[config.mk]
export PLATFORM = sky130hd
export DESIGN_NAME = lsu_ctrl
export DESIGN_NICKNAME = d
export VERILOG_FILES = /design/src/rtl/lsu_ctrl_pkg.sv /design/src/rtl/lsu_ctrl_addr_check.sv /design/src/rtl/lsu_ctrl.sv
export SDC_FILE = /design/constraint.sdc
export NUM_CORES = 1
export LEC_CHECK = 0
export ABC_AREA = 1
export CORE_AREA = 2 2 141 143
export CTS_BUF_LIST = sky130_fd_sc_hd__clkbuf_4
export CTS_CLUSTER_SIZE = 24
export DETAILED_ROUTE_END_ITERATION = 12
export DIE_AREA = 0 0 143 145
export PLACE_DENSITY = 0.72
export SYNTH_ARGS = -nofsm -noshare
export SYNTH_HDL_FRONTEND = slang
export SYNTH_SLANG_ARGS = --single-unit
[constraint.sdc]
create_clock -name clk -period 3 [get_ports clk]
set_clock_uncertainty 0.1 [all_clocks]
set_input_delay 0.6 -clock clk [delete_from_list [all_inputs] [get_ports clk]]
set_output_delay 0.6 -clock clk [all_outputs]
set_load 0.01 [all_outputs]
[src/rtl/lsu_ctrl_pkg.sv]
// lsu_ctrl_pkg: shared memory width codes, LSU state and cause encodings.
// Also holds the RAM direction constants used by both the LSU and the RAM.
package lsu_ctrl_pkg;
    localparam int DATA_WIDTH = 64;
    localparam logic MEM_WRITE = 1'b0;
    localparam logic MEM_READ  = 1'b1;
    typedef enum logic [2:0] {
        MEM_B  = 3'b000,
        MEM_H  = 3'b001,
        MEM_W  = 3'b010,
        MEM_D  = 3'b011,
        MEM_BU = 3'b100,
        MEM_HU = 3'b101,
        MEM_WU = 3'b110
    } mem_wid_e;
    typedef enum logic [1:0] {IDLE, ISSUE, CAPT, RESP} lsu_state_e;
    typedef enum logic [1:0] {
        CAUSE_NONE   = 2'b00,
        CAUSE_MIS_LD = 2'b01,
        CAUSE_MIS_ST = 2'b10,
        CAUSE_FAULT  = 2'b11
    } lsu_cause_e;
endpackage

[src/rtl/lsu_ctrl_addr_check.sv]
// lsu_addr_check: combinational range/alignment check of a memory access.
//   addr  in  DATA_WIDTH  effective byte address
//   wid   in  3           mem_wid_e width code
//   we    in  1           1=store, 0=load
//   exc   out 1           access must not reach the RAM
//   cause out 2           lsu_cause_e code (fault beats misalignment)
module lsu_addr_check
    import lsu_ctrl_pkg::*;
#(
    parameter int ADDR_W = 16
) (
    input  logic [DATA_WIDTH-1:0] addr,
    input  logic [2:0]            wid,
    input  logic                  we,
    output logic                  exc,
    output logic [1:0]            cause
);
    logic fault;
    logic mis;
    // Unsigned widths and 3'b111 have no store form; bits above the RAM are out of range.
    assign fault = (|addr[DATA_WIDTH-1:ADDR_W]) || (wid == 3'b111) || (we && wid[2]);
    // wid[1:0] encodes log2 of the access size for every legal code.
    assign mis = (wid[1:0] == 2'd1) ? addr[0] :
                 (wid[1:0] == 2'd2) ? |addr[1:0] :
                 (wid[1:0] == 2'd3) ? |addr[2:0] : 1'b0;
    assign exc = fault || mis;
    assign cause = fault ? CAUSE_FAULT :
                   mis   ? (we ? CAUSE_MIS_ST : CAUSE_MIS_LD) : CAUSE_NONE;
endmodule

[src/rtl/lsu_ctrl.sv]
// lsu_ctrl: single-outstanding load/store stage in front of the byte-addressed data RAM.
//   clk, rst_n                clock, async active-low reset
//   req_*                     execute request (valid/ready), we, wid, addr, wdata, rd
//   flush_i                   drop the in-flight response
//   ram_*                     RAM port, enabled for exactly one cycle per legal access
//   resp_*                    writeback response (valid/ready) with data, rd, exception
module lsu_ctrl
    import lsu_ctrl_pkg::*;
#(
    parameter int ADDR_W = 16,
    parameter int RD_W   = 5
) (
    input  logic                  clk,
    input  logic                  rst_n,
    input  logic                  req_valid_i,
    output logic                  req_ready_o,
    input  logic                  req_we_i,
    input  logic [2:0]            req_wid_i,
    input  logic [DATA_WIDTH-1:0] req_addr_i,
    input  logic [DATA_WIDTH-1:0] req_wdata_i,
    input  logic [RD_W-1:0]       req_rd_i,
    input  logic                  flush_i,
    output logic                  ram_en_o,
    output logic                  ram_enwr_o,
    output logic [2:0]            ram_wid_o,
    output logic [ADDR_W-1:0]     ram_addr_o,
    output logic [DATA_WIDTH-1:0] ram_data_o,
    input  logic [DATA_WIDTH-1:0] ram_data_i,
    output logic                  resp_valid_o,
    input  logic                  resp_ready_i,
    output logic [DATA_WIDTH-1:0] resp_rdata_o,
    output logic [RD_W-1:0]       resp_rd_o,
    output logic                  resp_exc_o,
    output logic [1:0]            resp_cause_o
);
    localparam logic [1:0] S_IDLE  = IDLE;
    localparam logic [1:0] S_ISSUE = ISSUE;
    localparam logic [1:0] S_CAPT  = CAPT;
    localparam logic [1:0] S_RESP  = RESP;

    logic [1:0] state;
    logic       we_q;
    logic       chk_exc;
    logic [1:0] chk_cause;

    lsu_addr_check #(.ADDR_W(ADDR_W)) u_check (
        .addr  (req_addr_i),
        .wid   (req_wid_i),
        .we    (req_we_i),
        .exc   (chk_exc),
        .cause (chk_cause)
    );

    assign req_ready_o  = state == S_IDLE;
    assign ram_en_o     = state == S_ISSUE;
    assign ram_enwr_o   = ram_en_o ? ~we_q : MEM_READ;
    assign resp_valid_o = state == S_RESP;

    // The RAM-side latches double as the request latch: they hold outside ISSUE.
    always_ff @(posedge clk or negedge rst_n) begin
        if (!rst_n) begin
            state        <= S_IDLE;
            we_q         <= 1'b0;
            ram_wid_o    <= '0;
            ram_addr_o   <= '0;
            ram_data_o   <= '0;
            resp_rdata_o <= '0;
            resp_rd_o    <= '0;
            resp_exc_o   <= 1'b0;
            resp_cause_o <= '0;
        end else begin
            case (state)
                S_IDLE: if (req_valid_i) begin
                    we_q         <= req_we_i;
                    ram_wid_o    <= req_wid_i;
                    ram_addr_o   <= req_addr_i[ADDR_W-1:0];
                    ram_data_o   <= req_wdata_i;
                    resp_rdata_o <= '0;
                    resp_rd_o    <= req_we_i ? '0 : req_rd_i;
                    resp_exc_o   <= chk_exc;
                    resp_cause_o <= chk_cause;
                    state        <= chk_exc ? S_RESP : S_ISSUE;
                end
                // The RAM access of this cycle completes even when flushed.
                S_ISSUE: state <= flush_i ? S_IDLE : (we_q ? S_RESP : S_CAPT);
                S_CAPT: begin
                    resp_rdata_o <= ram_data_i;
                    state        <= flush_i ? S_IDLE : S_RESP;
                end
                S_RESP: if (flush_i || resp_ready_i) state <= S_IDLE;
                default: state <= S_IDLE;
            endcase
        end
    end
endmodule
# Word-level counts from Yosys, hierarchy flattened
# Cells that the tools add are included.
# totals
out_inout_bits,159
elab_cells,49
inputBits,206
register_bits,158
# op_classes
bitwise,1
n_eq_ne,9
reduce_logical,13
muxes,17
# op_table
operator,count
64-bit one-hot mux with 2 select lines,1
64-bit two-way mux,1
48-bit OR reduction,1
2-bit two-way mux,8
2-bit equality test (second input constant),4
2-bit one-hot mux with 4 select lines,1
2-bit AND reduction,3
1-bit two-way mux,5
5-bit two-way mux,1
2-bit by 1-bit equality test with 1-bit output (second input constant),2
1-bit logical OR,4
3-bit equality test (second input constant),1
3-bit OR reduction,1
2-bit logical NOT,1
2-bit by 1-bit inequality test with 1-bit output (second input constant),1
2-bit inequality test (second input constant),1
2-bit nonzero test,1
2-bit OR reduction,1
1-bit logical AND,1
1-bit NOT,1

# Depth between registers and ports, before layout
# depth
ltp_word,8
ltp_mapped,8
depth_no_buf,8

# Hierarchy
# Synthesis repeated with hierarchy kept, for this count alone.
# unflattened
cells_unflattened,749
hier_area_um2,6371.1
# modules_own_cells
module,area_each_um2,instances,cells_each,seq_area_each_um2
lsu_ctrl,6119.6,1,688,3953.8
lsu_addr_check,251.5,1,61,0.0

# Least setup slack after synthesis
# No wires, ideal clock.
# synth_path
path_type,reg-to-output
start,register state[0]
end,output port ram_enwr_o
arrival_ns,0.895
slack_ns,1.405
path_stages_with_launch,4
n_path_buf,0
t_required_ns,2.300
path_cell_list,dfrtp_1 inv_1 nor2_1 nand2_1
# synth_between
elab_chain_cells,2
# synth_lines
element,line_no,text
from (decl),lsu_ctrl.sv:41,logic [1:0] state;
from (signal assigned),lsu_ctrl.sv:82,state <= chk_exc ? S_RESP : S_ISSUE;
from (signal assigned),lsu_ctrl.sv:85,S_ISSUE: state <= flush_i ? S_IDLE : (we_q ? S_RESP : S_CAPT);
from (signal assigned),lsu_ctrl.sv:88,state <= flush_i ? S_IDLE : S_RESP;
2-bit by 1-bit equality test with 1-bit output,lsu_ctrl.sv:55,assign ram_en_o = state == S_ISSUE;
named net ram_en_o,lsu_ctrl.sv:23,"output logic ram_en_o,"
1-bit two-way mux,lsu_ctrl.sv:56,assign ram_enwr_o = ram_en_o ? ~we_q : MEM_READ;
to (decl),lsu_ctrl.sv:24,"output logic ram_enwr_o,"
# The timed path passes the listed nets, and every way through them passes these cells.

# Final worst setup path
# layout_path
start,register state[1]
end,output port ram_enwr_o
# layout_between
elab_chain_cells,2
# layout_lines
element,line_no
2-bit by 1-bit equality test with 1-bit output,lsu_ctrl.sv:55
1-bit two-way mux,lsu_ctrl.sv:56
# No other way between the ends.

==> flow_summary.json <==
{
  "ys_seq_area_share_pct": 61.7,
  "min_period_ns": 2.62,
  "yosys.area_share.simple_pct": 32.4,
  "syn_to_final_growth_pct": 64.9,
  "powerDensity_nw_per_um2": 925,
  "cts_sinks": 158,
  "drc": 0,
  "fin_crit_sh_pct": 87.5,
  "grt_busiest_layer": "met2",
  "path_max_fanout": 16,
  "final_common_cell": "clkdlybuf4s50_1",
  "setup_ws_ns": 0.376,
  "antenna_found_initial": 1,
  "clkLatencyLatePin_ns": 0.52,
  "clk_pin_slew_ns": 0.13,
  "use_met2_pct": 32.4,
  "yosys.area_share.adder_pct": 0,
  "p_sw_mw": 3.83,
  "pin_count": 365,
  "grt_max_degree": 82,
  "yosys_warnings": 0,
  "synth_top_family_by_area": "simple AND/OR/NAND/NOR gates",
  "synth-compound-area-share_pct": 1.93,
  "endpoint_kind": "output pin",
  "cts_tree": "yes",
  "critPathArrivalTime_ns": 1.92,
  "vias": 6184,
  "pre_cts_slack_ns": 0.808,
  "dpl.hpwl_um": 15300,
  "syn_inst": 738,
  "syn_area_um2": 6400,
  "cap_viol_max_count": 0,
  "clk_path_buf_depth": 2,
  "hold_slack_ns": 0.392,
  "clockPowerShare_pct": 12.1,
  "cp_cell_sequence": "nor2_1, nand2_1, clkdlybuf4s50_1",
  "die_w_um": 143,
  "grtUsageMet1_pct": 26.2,
  "outcome": "finished clean",
  "hold_class": "reg2reg",
  "postSynthAreaPerCell_um2": 8.68,
  "ant_nets": 0,
  "leakage_nw": 4.99,
  "cpMaxStageDelayCell": "dfrtp_2",
  "grt_usage_pct": 20.6,
  "worst_slew_pin_slew_ns": 0.730,
  "drv_slew": 0,
  "muxShareOfSynthArea_pct": 0,
  "critPathRequiredTime_ns": 2.30,
  "use_met3_pct": 7.39,
  "grt_pass1_vias": 6160,
  "syn_nets": 944,
  "vdd_ir_drop_max_uv": 418,
  "ys_ff_latch": 158,
  "power.internal_mw": 5.94,
  "wire_per_inst_um": 15.8,
  "grt_pass1_wl_um": 33400,
  "rsz0062_at_grt": "false",
  "row_count": 51,
  "synth_cell_types": 20,
  "start_util_pct": 33.3,
  "overflow": 0,
  "finalSetupTns_ns": 0,
  "crit_type": "reg2out",
  "setup-violations-final": 0,
  "yosysTopAreaCell": "dfrtp_1",
  "drive_gt1_share_pct": 4.46,
  "routed_wirelength_um": 21600,
  "drt_iter0_drc": 251,
  "p_seq_share_pct": 37.4,
  "max_slew_margin_pct": 51.3,
  "cts_resized": 0,
  "synth_top_area_share_pct": 61.7,
  "cts_root_buf": "clkbuf_4",
  "die_y_um": 145,
  "dieArea_um2": 20700,
  "power_frac_comb_pct": 50.5,
  "start_kind": "flip-flop",
  "mostFrequentLayoutCells": "363 x clkdlybuf4s50_1, 331 x nand2_1, 157 x dfrtp_1",
  "sw_frac_of_total_pct": 39.2,
  "slowest_delay_ns": 0.62,
  "htree_levels": 4,
  "viasPerCell": 4.53,
  "hold_viol": 0,
  "layout.nets": 1292,
  "gp_congestion": 0.790,
  "drtPass1Iterations": 6,
  "cts_made_buffers": 17,
  "yosys.area_share.xor_xnor_pct": 0,
  "synth_area_leaders": "dfrtp_1 62%, nand2_1 19%, nand3_1 10%, nor2_1 2.3%, buf_2 2.0%",
  "coreArea_um2": 19200,
  "r2r_slack_ns": 0.94,
  "port_buffers": 364,
  "max_freq_mhz": 381
}
[logic make-up (layout without fill, tap and decap cells)]
logic type,count (synthesis),count (layout)
simple gates,504,504
flops,158,158
other cells,0,1
buf+inv,56,416
compound gates,20,20
[state kept, by name (all words and copies together), names as in the netlist]
| register | count |
|---|---|
| ram_addr_o | 16 |
| state | 2 |
| ram_data_o | 64 |
| resp_exc_o | 1 |
| resp_rdata_o | 64 |
| resp_rd_o | 5 |
| we_q | 1 |
| ram_wid_o | 3 |
| resp_cause_o | 2 |
[cells in the mapped netlist]
| cell type | count |
|---|---|
| o21ai_0 | 11 |
| nand2_2 | 1 |
| nand4_1 | 1 |
| o211ai_1 | 1 |
| nand2_1 | 331 |
| clkbuf_1 | 12 |
| a21oi_1 | 2 |
| inv_1 | 9 |
| nor2_2 | 1 |
| buf_1 | 6 |
| nand2_4 | 1 |
| buf_2 | 26 |
| nor2_1 | 39 |
| buf_4 | 2 |
| inv_2 | 1 |
| dfrtp_1 | 158 |
| nand3_1 | 129 |
| nor2_4 | 1 |
| a22o_1 | 5 |
| o31ai_1 | 1 |
[worst max-delay path: cells and delay by family, from the launching register on]
kind	cells	cell delay (ns)
buf+inv	1	0.57
simple gates	2	0.22
flops	1	0.62
[layout make-up]
type | instances | area (um2)
antenna | 1 | 2.50
clock buffer | 18 | 135
clock inverter | 13 | 109
fill | 1725 | 8640
inverter | 10 | 37.5
multi-input combinational | 524 | 2200
sequential | 158 | 3960
tap | 265 | 332
timing repair buffer | 375 | 3790
[power groups by stage]
stage | sequential (mW) | combinational, mW | clock (mW)
after floorplan | 4.07 | 1.76 | 0
after global placement | 3.68 | 4.91 | 0
after detailed placement | 3.70 | 4.99 | 0
after CTS | 3.67 | 5.00 | 1.25
after global routing | 3.77 | 5.40 | 1.33
final | 3.66 | 4.93 | 1.18
[metrics by stage]
| stage | utilization, % | total power, mW | cells | instance area (um2) |
|---|---|---|---|---|
| floorplan | - | 5.83 | 738 | 6400 |
| global placement | 53.7 | 8.59 | 1331 | 10300 |
| detailed placement | 53.7 | 8.68 | 1331 | 10300 |
| CTS | 55.0 | 9.92 | 1363 | 10600 |
| global route | 55.0 | 10.5 | 1364 | 10600 |
| finish | 55.0 | 9.77 | 1364 | 10600 |
[timing repair]
action | 4_1_cts | 5_1_grt
endpoints found under the hold margin | 42 | 0
buffers inserted | 0 | 0
hold buffers | 1 | 0
[routing by layer]
layer	share of wire [%]	vias to the layer above
li1	-	3037
met1	42	2847
met2	46	271
met3	10	29
met4	2.1	0
met5	0	-
[path summary, 6_finish.rpt]
| path | from | end | cells after the start |
|---|---|---|---|
| worst min-delay path | ram_data_o[48]$_DFFE_PN0P_ | ram_data_o[48]$_DFFE_PN0P_ | 2 |
| worst max-delay path | state[1]$_DFFE_PN0P_ | ram_enwr_o | 3 |
| max in group asynchronous | rst_n | ram_data_o[51]$_DFFE_PN0P_ | 3 |
| worst min register to register | ram_data_o[48]$_DFFE_PN0P_ | ram_data_o[48]$_DFFE_PN0P_ | 2 |
| worst max register to register | state[0]$_DFFE_PN0P_ | resp_rdata_o[60]$_DFFE_PN0P_ | 6 |
| min in group asynchronous | rst_n | resp_rdata_o[52]$_DFFE_PN0P_ | 2 |
Power figures use the tool's default switching activity.
